[src/rtl/coeff_load_controller.sv]
// Coefficient bank loader: streams BITS-wide taps into an addressed register bank,
// zero-fills the unused taps and commits the tap-enable mask in a single edge.
module coeff_load_controller #(
  parameter int BITS = 32,
  parameter int CGES = 49,
  parameter int AW   = $clog2(CGES),
  parameter int NW   = $clog2(CGES + 1)
) (
  input  logic            clk,
  input  logic            reset,
  input  logic            start,
  input  logic [NW-1:0]   tap_num,
  input  logic            abort,
  input  logic            s_valid,
  output logic            s_ready,
  input  logic [BITS-1:0] s_data,
  output logic            wr_en,
  output logic [AW-1:0]   wr_addr,
  output logic [BITS-1:0] wr_data,
  output logic [CGES-1:1] cges,
  output logic            busy,
  output logic            done,
  output logic            err,
  output logic [1:0]      state_dbg
);

  // Handshake: a beat transfers on a rising edge where s_valid && s_ready.
  // s_ready is only high in LOAD and is dropped combinationally by abort,
  // so an abort always wins over a coincident beat.

  typedef enum logic [1:0] {
    IDLE   = 2'd0,
    LOAD   = 2'd1,
    FILL   = 2'd2,
    COMMIT = 2'd3
  } state_t;

  state_t          state, state_nxt;
  logic [NW-1:0]   n_q, n_nxt;
  logic [AW-1:0]   idx_q, idx_nxt;
  logic            wr_en_q, wr_en_nxt;
  logic [AW-1:0]   wr_addr_q, wr_addr_nxt;
  logic [BITS-1:0] wr_data_q, wr_data_nxt;
  logic [CGES-1:1] cges_q, cges_nxt;
  logic            done_q, done_nxt;
  logic            err_q, err_nxt;
  logic            s_ready_c;

  always_ff @(posedge clk or posedge reset) begin
    if (reset) begin
      state     <= IDLE;
      n_q       <= '0;
      idx_q     <= '0;
      wr_en_q   <= 1'b0;
      wr_addr_q <= '0;
      wr_data_q <= '0;
      cges_q    <= '0;
      done_q    <= 1'b0;
      err_q     <= 1'b0;
    end else begin
      state     <= state_nxt;
      n_q       <= n_nxt;
      idx_q     <= idx_nxt;
      wr_en_q   <= wr_en_nxt;
      wr_addr_q <= wr_addr_nxt;
      wr_data_q <= wr_data_nxt;
      cges_q    <= cges_nxt;
      done_q    <= done_nxt;
      err_q     <= err_nxt;
    end
  end

  always_comb begin
    state_nxt   = state;
    n_nxt       = n_q;
    idx_nxt     = idx_q;
    wr_en_nxt   = 1'b0;
    wr_addr_nxt = wr_addr_q;
    wr_data_nxt = wr_data_q;
    cges_nxt    = cges_q;
    done_nxt    = 1'b0;
    err_nxt     = err_q;
    s_ready_c   = 1'b0;

    case (state)
      IDLE: begin
        if (start) begin
          if (tap_num != '0 && tap_num <= NW'(CGES)) begin
            n_nxt     = tap_num;
            idx_nxt   = '0;
            err_nxt   = 1'b0;
            state_nxt = LOAD;
          end else begin
            err_nxt = 1'b1;
          end
        end
      end
      LOAD: begin
        s_ready_c = !abort;
        if (abort) begin
          err_nxt   = 1'b1;
          state_nxt = IDLE;
        end else if (s_valid) begin
          wr_en_nxt   = 1'b1;
          wr_addr_nxt = idx_q;
          wr_data_nxt = s_data;
          idx_nxt     = idx_q + AW'(1);
          if (NW'(idx_q) == n_q - NW'(1)) begin
            state_nxt = (n_q == NW'(CGES)) ? COMMIT : FILL;
          end
        end
      end
      FILL: begin
        // idx continues from n, so the fill covers exactly n..CGES-1
        if (abort) begin
          err_nxt   = 1'b1;
          state_nxt = IDLE;
        end else begin
          wr_en_nxt   = 1'b1;
          wr_addr_nxt = idx_q;
          wr_data_nxt = '0;
          idx_nxt     = idx_q + AW'(1);
          if (idx_q == AW'(CGES - 1)) begin
            state_nxt = COMMIT;
          end
        end
      end
      COMMIT: begin
        for (int i = 1; i < CGES; i++) begin
          cges_nxt[i] = (NW'(i) < n_q);
        end
        done_nxt  = 1'b1;
        state_nxt = IDLE;
      end
      default: state_nxt = IDLE;
    endcase
  end

  assign s_ready   = s_ready_c;
  assign wr_en     = wr_en_q;
  assign wr_addr   = wr_addr_q;
  assign wr_data   = wr_data_q;
  assign cges      = cges_q;
  assign busy      = (state != IDLE);
  assign done      = done_q;
  assign err       = err_q;
  assign state_dbg = state;

endmodule

[config.mk]
export PLATFORM = sky130hd
export DESIGN_NAME = coeff_load_controller
export DESIGN_NICKNAME = d
export VERILOG_FILES = /design/src/rtl/coeff_load_controller.sv
export SDC_FILE = /design/constraint.sdc
export NUM_CORES = 1
export LEC_CHECK = 0
export ABC_AREA = 1
export ABC_CLOCK_PERIOD_IN_PS = 5500
export BUFFER_PORTS_ARGS = -buffer_cell sky130_fd_sc_hd__buf_2
export CAP_MARGIN = 0
export CELL_PAD_IN_SITES_DETAIL_PLACEMENT = 0
export CELL_PAD_IN_SITES_GLOBAL_PLACEMENT = 1
export CORE_MARGIN = 5
export CORE_UTILIZATION = 42
export CTS_BUF_LIST = sky130_fd_sc_hd__clkbuf_2
export CTS_CLUSTER_SIZE = 14
export DETAILED_ROUTE_END_ITERATION = 8
export HOLD_SLACK_MARGIN = 0.12
export PLACE_DENSITY_LB_ADDON = 0.25
export SLEW_MARGIN = 5
export SYNTH_ARGS = -nofsm -noshare
export SYNTH_HDL_FRONTEND = slang
export SYNTH_SLANG_ARGS = --single-unit
[constraint.sdc]
create_clock -name clk -period 5.5 [get_ports clk]
set_input_delay 0.55 -clock clk [delete_from_list [all_inputs] [get_ports clk]]
set_output_delay 0.55 -clock clk [all_outputs]
set_load 0.005 [all_outputs]
## Word level (Yosys, flattened, before mapping)

Index checks and enable logic that the tools add are counted.

| word-level totals | value |
|---|---|
| bits of input ports | 43 |
| logic and storage cells | 122 |
| output and inout port bits | 93 |
| bits in registers | 103 |

| operators by class | value |
|---|---|
| mux-type cells | 33 |
| $add $sub $neg | 2 |
| order comparisons | 49 |
| equality and inequality tests | 15 |
| reductions and logical operators | 14 |

Operators by type and width:

| operator | count |
|---|---|
| 6-bit less-than comparator (first input constant) | 17 |
| 5-bit by 6-bit less-than comparator with 1-bit output (first input constant) | 16 |
| 32-bit two-way mux | 3 |
| 32-bit one-hot mux with 2 select lines | 1 |
| 4-bit by 6-bit less-than comparator with 1-bit output (first input constant) | 8 |
| 6-bit two-way mux | 8 |
| 3-bit by 6-bit less-than comparator with 1-bit output (first input constant) | 4 |
| 6-bit one-hot mux with 3 select lines | 1 |
| 2-bit two-way mux | 7 |
| 6-bit == test (second input constant) | 2 |
| 2-bit by 6-bit less-than comparator with 1-bit output (first input constant) | 2 |
| 6-bit one-hot mux with 2 select lines | 1 |
| 2-bit != test (second input constant) | 5 |
| 1-bit two-way mux | 9 |
| 3-bit != test (second input constant) | 3 |
| 2-bit one-hot mux with 4 select lines | 1 |
| 6-bit by 1-bit adder with 6-bit output (second input constant) | 1 |
| 6-bit == test | 1 |
| 6-bit less-or-equal comparator (second input constant) | 1 |
| 1-bit by 6-bit less-than comparator with 1-bit output (first input constant) | 1 |
| 3-bit AND reduction | 2 |
| 6-bit AND reduction | 1 |
| 2-bit nonzero test | 3 |
| 6-bit nonzero test | 1 |
| other kinds (12) | 14 |

## Logic depth before layout (Yosys ltp)

Gate-level depths: netlist (run 1).

| logic depth | value |
|---|---|
| word-level depth | 6 |
| mapped depth | 14 |
| mapped depth without buffers | 13 |

## Least setup slack after synthesis (run 1)

Ideal clock, no wire load.

| timing | value |
|---|---|
| path kind | register -> register |
| start | register n_q[1] |
| end | register state[0], in the netlist state_dbg[0] |
| path buffers | 1 |
| data required time | 5.383 ns |
| slack | 3.812 ns |
| library setup time | 0.117 ns |
| stages on the path, launching flop included | 15 |
| data arrival time | 1.570 ns |
| clock period less this slack | 1.688 ns |
| path through | dfrtp_1 -> buf_2 -> inv_4 -> ha_1 -> inv_2 -> nand2_2 -> nand2_1 -> nand2_1 -> nand2_1 -> nor2_1 -> nand3_1 -> nand2_2 -> nand3_2 -> nand2_1 -> nand2_1 |

| between the ends | value |
|---|---|
| cells in the longest elaborated chain, start to end | 6 |
| elaborated cells on any way between the ends | 10 |
| those cells by class | add/sub (1); eq/ne (3); mux (5); reduce/logical (1) |

RTL lines:

| element | line | RTL |
|---|---|---|
| start: declaration | 39 | `logic [NW-1:0] n_q, n_nxt;` |
| start signal: assignment | 62 | `n_q <= n_nxt;` |
| branches (longest 6 deep; another with 6-bit by 1-bit subtractor with 6-bit output) | - |  |
| end signal: assignment | 61 | `state <= state_nxt;` |
| end: declaration | 38 | `state_t state, state_nxt;` |

Parallel ways; which one is timed is not known. The select of a mux whose other input is x is not followed.
A chain may end at the register's enable or synchronous reset.

## Worst setup path after layout (run 1)

| timing | value |
|---|---|
| start | register state[0], in the netlist state_dbg[0] |
| end | register cges_q (netlist bit cges[26]) |

| between the ends | value |
|---|---|
| cells in the longest elaborated chain, start to end | 1 |

RTL lines:

| element | line | RTL |
|---|---|---|
| 2-bit == test | 85 | `case (state)` |
| end signal: assignment | 67 | `cges_q <= cges_nxt;` |
| end: declaration | 44 | `logic [CGES-1:1] cges_q, cges_nxt;` |

No other way between the ends.

==> results.yml, run 1 <==
cts:
  cts_tree: "built"
  htreeDepth: 3
  cts-buffers-inserted: 9
  cts_resized: 0
  max-clock-path-buffers: 2
  cts-root-buf: "clkbuf_2"
  cts_sinks: 103
  cts_hold_buf: 1
  clk_pin_slew_ns: 0.27
  clock_latency_ns: 0.55
  cts_setup_buffers: 0
sta:
  finalCritPeriodShare: 0.4151
  tightest_slew_ns: 0.9731
  tns_ns: 0
  fin_crit_ns: 2.283
  setup_viol: 0
  setup_slack_ns: 3.217
  fin_worst_skew_ns: 0.02301
  hold_violations: 0
  rsz0062_at_grt: "no"
  relSlewSlack: 0.3506
  fmax_mhz: 438.0
  slew_viol_final: 0
placed_design:
  placedCellCount: 794
  pre_cts_slack_ns: 3.266
  hpwl_um: 8588
  gp_congestion: 0.7901
  io_buffers: 135
routing:
  dr.pass1.iters: 4
  postRouteAntennaNets: 0
  drt_iter0_markers: 329
  wire_per_inst_um: 14.63
  drcViolationCount: 0
  vias: 3979
  wl_um: 11850
  vias_per_cell: 4.912
critical_path:
  end_kind: "flop"
  cp-startpoint: "state_dbg[0]"
  cp_max_fo: 51
  cp-start-kind: "flop"
  cp_data_arrival_time_ns: 2.78
  crit_type: "flop to flop"
  reg2reg_from: "state_dbg[0]"
  crit_required_ns: 6.00
global_routing:
  grt_use_total: 0.1876
  antenna_found_initial: 0
  globalRouteOverflowTotal: 0
  grt_pass1_wl_um: 19910
  first_global_vias: 3986
  grt_max_degree: 78
logic_synthesis:
  synth_compound_area_frac: 0.1182
  yosys_most_used_dff: "dfrtp_1"
  syn_nets: 594
  synth_top_area_share: 0.5612
  async_reset_ff_frac: 1.000
  synthMuxAreaShare: 0
  yosysWarnings: 0
  synth.distinct_cells: 33
  netlist_instances: 542
  synthAdderAreaFrac: 0.02452
  netlist_area_um2: 4593
  syn_area_per_cell_um2: 8.474
  yosysTopAreaCell: "dfrtp_1"
  synth_common_cells: "195 x nand2_1, 103 x dfrtp_1, 71 x o21ai_0"
  synthXorXnorAreaFrac: 0.007627
  synth_top_family_by_area: "simple AND/OR/NAND/NOR gates"
  yosys.area_share.simple: 0.2348
  yosys_register_bits: 103
  yosysMostFrequentCell: "nand2_1"
  synth_edf_count: 0
  ys_top_cells_by_area: "dfrtp_1 56%, nand2_1 16%, o21ai_0 7.7%"
  yosysSeqAreaShare: 0.5612
die:
  fp-row-count: 38
  die_w_um: 114.6
  die-area_um2: 13130
  die_h_um: 114.6
  io_pins: 136
  core-area_um2: 10790
  start_util: 0.4256
cells_and_area:
  area_delta_synth_final_pct: 20.13
  diodes: 0
  finalNetCount: 718
  drive_above_1_share: 0.2597
  layout.cells.non_filler: 810
power:
  power_density_nw_per_um2: 556.2
  ir_drop_uv: 327.0
  p_sw_frac: 0.4159
  leakage_nw: 3.048
  pwr-share-seq: 0.436
  intPower_mw: 1.793
  clock_power_share: 0.144
  comb_power_share: 0.420
  p_switching_mw: 1.276
outcome:
  status: "finished, final reports clean"
min_path:
  hold_path_startpoint: "s_data[12]"
  worstHoldPathType: "primary input to flop"
flow_run:
  max_cap_violations: 0
cell families after synthesis:
logic type	count (synthesis)
flops	103
compound gates	98
xor+xnor	4
simple gates	269
buf+inv	59
fa+ha+maj	9
worst max-delay path: stages (launching register included):
cell     delay [ns]
dfrtp_1        0.48
ha_1           0.45
inv_2          0.45
nor2_2         0.39
nand2_1        0.23
o21ai_0        0.21
flip-flops by register name (all words and copies together), names as in the netlist:
signal	count
idx_q	6
state_dbg	2
done	1
err	1
wr_en	1
wr_data	32
n_q	6
cges	48
wr_addr	6
area by class of cell:
class                      count  area (um2)
timing repair buffer         138       700.7
clock inverter                 6       110.1
inverter                      34       132.6
tap                          140       175.2
fill                        1072        5275
sequential                   103        2577
multi-input combinational    380        1777
clock buffer                   9       45.04
metal layers:
metal | vias up | routed length [um] | GRT usage | part of all wire
met5 | - | 0 | 0 | 0
met4 | 0 | 91 | 0.04038 | 0.0077
met3 | 7 | 701 | 0.03753 | 0.059
met2 | 111 | 5531 | 0.2972 | 0.47
met1 | 1868 | 5523 | 0.2676 | 0.47
li1 | 1993 | - | - | -
metrics by stage:
| stage | hold slack, ns | power (mW) | util | area, um2 |
|---|---|---|---|---|
| floorplan | 0.4654 | 2.113 | - | 4593 |
| global placement | 0.4599 | 2.622 | 0.4959 | 5353 |
| detailed placement | 0.4568 | 2.664 | 0.4959 | 5353 |
| CTS | 0.1668 | 3.102 | 0.5112 | 5518 |
| global route | 0.1443 | 3.370 | 0.5112 | 5518 |
| finish | 0.2042 | 3.069 | 0.5112 | 5518 |
power by group through the flow:
stage | Clock (mW) | Sequential [mW] | Combinational (mW)
floorplan | 0 | 1.31 | 0.806
global placement | 0 | 1.34 | 1.28
detailed placement | 0 | 1.36 | 1.31
CTS | 0.449 | 1.34 | 1.32
global route | 0.482 | 1.39 | 1.50
finish | 0.443 | 1.34 | 1.29
final timing paths:
kind                          endpoint  slack [ns]  depth (start not counted)
min reg2reg                   cges[31]        0.50                          2
min in group asynchronous   wr_data[0]        0.48                          3
min                        wr_data[12]        0.20                          3
max reg2reg                   cges[26]        3.22                          5
max                           cges[26]        3.22                          5
max in group asynchronous          err        3.77                          4
placed cells by master, fill, tap and decap left out, types with 3 or more instances in the layout:
cell,n
bufinv_16,3
buf_2,135
o211ai_1,4
inv_1,22
nand3_1,18
o21ai_1,4
nand4_1,3
nor2_1,40
inv_2,10
nor2_2,4
o31ai_1,4
nand2_2,4
dfrtp_1,103
ha_1,9
xor2_1,3
a21oi_1,6
nand2_1,195
o21ai_0,71
clkbuf_2,9
Note: power is estimated with default switching activity, not from simulation.
==> run 2, diff against run 1 <==
--- a/config.mk
+++ b/config.mk
@@ -6,13 +6,13 @@
 export NUM_CORES = 1
 export LEC_CHECK = 0
 export ABC_AREA = 1
-export ABC_CLOCK_PERIOD_IN_PS = 5500
+export ABC_CLOCK_PERIOD_IN_PS = 2000
 export BUFFER_PORTS_ARGS = -buffer_cell sky130_fd_sc_hd__buf_2
 export CAP_MARGIN = 0
 export CELL_PAD_IN_SITES_DETAIL_PLACEMENT = 0
 export CELL_PAD_IN_SITES_GLOBAL_PLACEMENT = 1
 export CORE_MARGIN = 5
-export CORE_UTILIZATION = 42
+export CORE_UTILIZATION = 35
 export CTS_BUF_LIST = sky130_fd_sc_hd__clkbuf_2
 export CTS_CLUSTER_SIZE = 14
 export DETAILED_ROUTE_END_ITERATION = 8
==> constraint.sdc (replaced) <==
create_clock -name clk -period 2 [get_ports clk]
set_input_delay 0.2 -clock clk [delete_from_list [all_inputs] [get_ports clk]]
set_output_delay 0.2 -clock clk [all_outputs]
set_load 0.005 [all_outputs]
==> results.yml, run 2 (same netlist as run 1, synthesis figures left out) <==
outcome:
  status: "finished, final reports clean"
min_path:
  worstHoldPathType: "primary input to async pin"
power:
  p_sw_frac: 0.4206
  power_density_nw_per_um2: 1414
  comb_power_share: 0.447
  pwr-share-seq: 0.423
  p_switching_mw: 3.605
  leakage_nw: 3.262
  clock_power_share: 0.130
  intPower_mw: 4.967
  total_power_mw: 8.572
  ir_drop_uv: 685.9
sta:
  fmax_mhz: 547.5
  rsz0062_at_grt: "yes"
  tightest_slew_ns: 0.5644
  relSlewSlack: 0.6230
  setup_viol: 0
  fin_crit_ns: 1.827
  slew_viol_final: 0
  hold_violations: 0
  tns_ns: 0
  whs_ns: 0.2057
  fin_worst_skew_ns: 0.02258
  setup_slack_ns: 0.1734
  finalCritPeriodShare: 0.9133
global_routing:
  antenna_found_initial: 1
  grt_pass1_wl_um: 21490
  first_global_vias: 4096
  globalRouteOverflowTotal: 0
  grt_use_total: 0.1679
  grt_max_degree: 51
cells_and_area:
  fin_area_um2: 6062
  fillers: 1315
  largest_reg_flops: 48
  finalNetCount: 769
  drive_above_1_share: 0.2632
  layout.cells.non_filler: 895
  regArea_um2: 2577
  area_delta_synth_final_pct: 31.98
  layout_common_cells: "195 x nand2_1, 135 x buf_2, 103 x dfrtp_1"
  multiInputGateArea_um2: 1784
  final_common_cell: "nand2_1"
  utilization: 0.4765
routing:
  wl_um: 12860
  wire_per_inst_um: 14.37
  vias_per_cell: 4.713
  dr.pass1.iters: 5
  vias: 4218
  drcViolationCount: 0
  postRouteAntennaNets: 0
  drt_iter0_markers: 229
die:
  die_w_um: 124.6
  fp-row-count: 41
  die-area_um2: 15510
  die_h_um: 124.6
  io_pins: 136
  start_util: 0.3610
  core-area_um2: 12720
critical_path:
  cp_max_fo: 5
  slowest_delay_ns: 0.50
  crit_required_ns: 1.80
  end_kind: "output pin"
  cp_cell_sequence: "inv_2, ha_2, inv_2, nor2_2, buf_2"
  cpMostUsedCell: "inv_2"
  crit_type: "flop to output pin"
  cp_data_arrival_time_ns: 1.63
  cp-start-kind: "flop"
  cp_num_buf_inv: 3
  worst_path_dominant_cell_family: "flip-flops"
  slowest_stage: "dfrtp_1"
placed_design:
  gp_congestion: 0.8320
  io_buffers: 135
  placed_cell_area_um2: 5479
  placedCellCount: 834
  pre_cts_slack_ns: 0.2468
  hpwl_um: 9366
cts:
  cts-root-buf: "clkbuf_2"
  cts_sinks: 103
  clock_latency_ns: 0.56
  cts_tree: "built"
  cts-buffers-inserted: 9
  htreeDepth: 3
  clk_pin_slew_ns: 0.27
  max-clock-path-buffers: 2
flow_run:
  max_cap_violations: 0
-- run 2: power by group through the flow --
stage / sequential (mW) / clock (mW) / combinational (mW)
CTS: 3.63 / 1.16 / 3.88
finish: 3.63 / 1.11 / 3.83
detailed placement: 3.68 / 0 / 3.79
global placement: 3.65 / 0 / 3.75
floorplan: 3.59 / 0 / 2.22
global route: 3.75 / 1.25 / 4.39
-- run 2: timing repair --
| item | 4_1_cts | 5_1_grt |
|---|---|---|
| hold buffers | 43 | 0 |
| buffers inserted | 0 | 1 |
| resized for setup | 0 | 6 |
| endpoints found under the hold margin | 145 | 0 |
| setup endpoints to repair | 0 | 2 |
-- run 2: worst paths after layout --
kind | start | depth (start not counted) | slack [ns] | end
max | state_dbg[1] | 5 | 0.17 | s_ready
min | reset | 3 | 0.21 | wr_data[8]
max reg2reg | state_dbg[0] | 6 | 0.19 | wr_en
min reg2reg | cges[43] | 2 | 0.51 | cges[43]
max in group asynchronous | reset | 4 | 1.20 | cges[1]
min in group clk | tap_num[1] | 4 | 0.39 | n_q[1]
-- run 2: area by class of cell --
class,count,share of cell area
sequential,103,0.4252
multi-input combinational,380,0.2943
timing repair buffer,189,0.2002
tap,172,0.03550
inverter,34,0.02208
clock inverter,6,0.01404
clock buffer,10,0.008256
antenna,1,0.0004128
-- run 2: metal layers --
metal	global-route usage	routed length (um)
met5	0	0
met4	0.04900	182
met3	0.03516	583
met2	0.2653	6048
met1	0.2333	6050
-- run 2: worst min-delay path, stage by stage --
cell and delay (ns):
dlygate4sd3_1 0.53, buf_2 0.14, clkinvlp_4 0.38
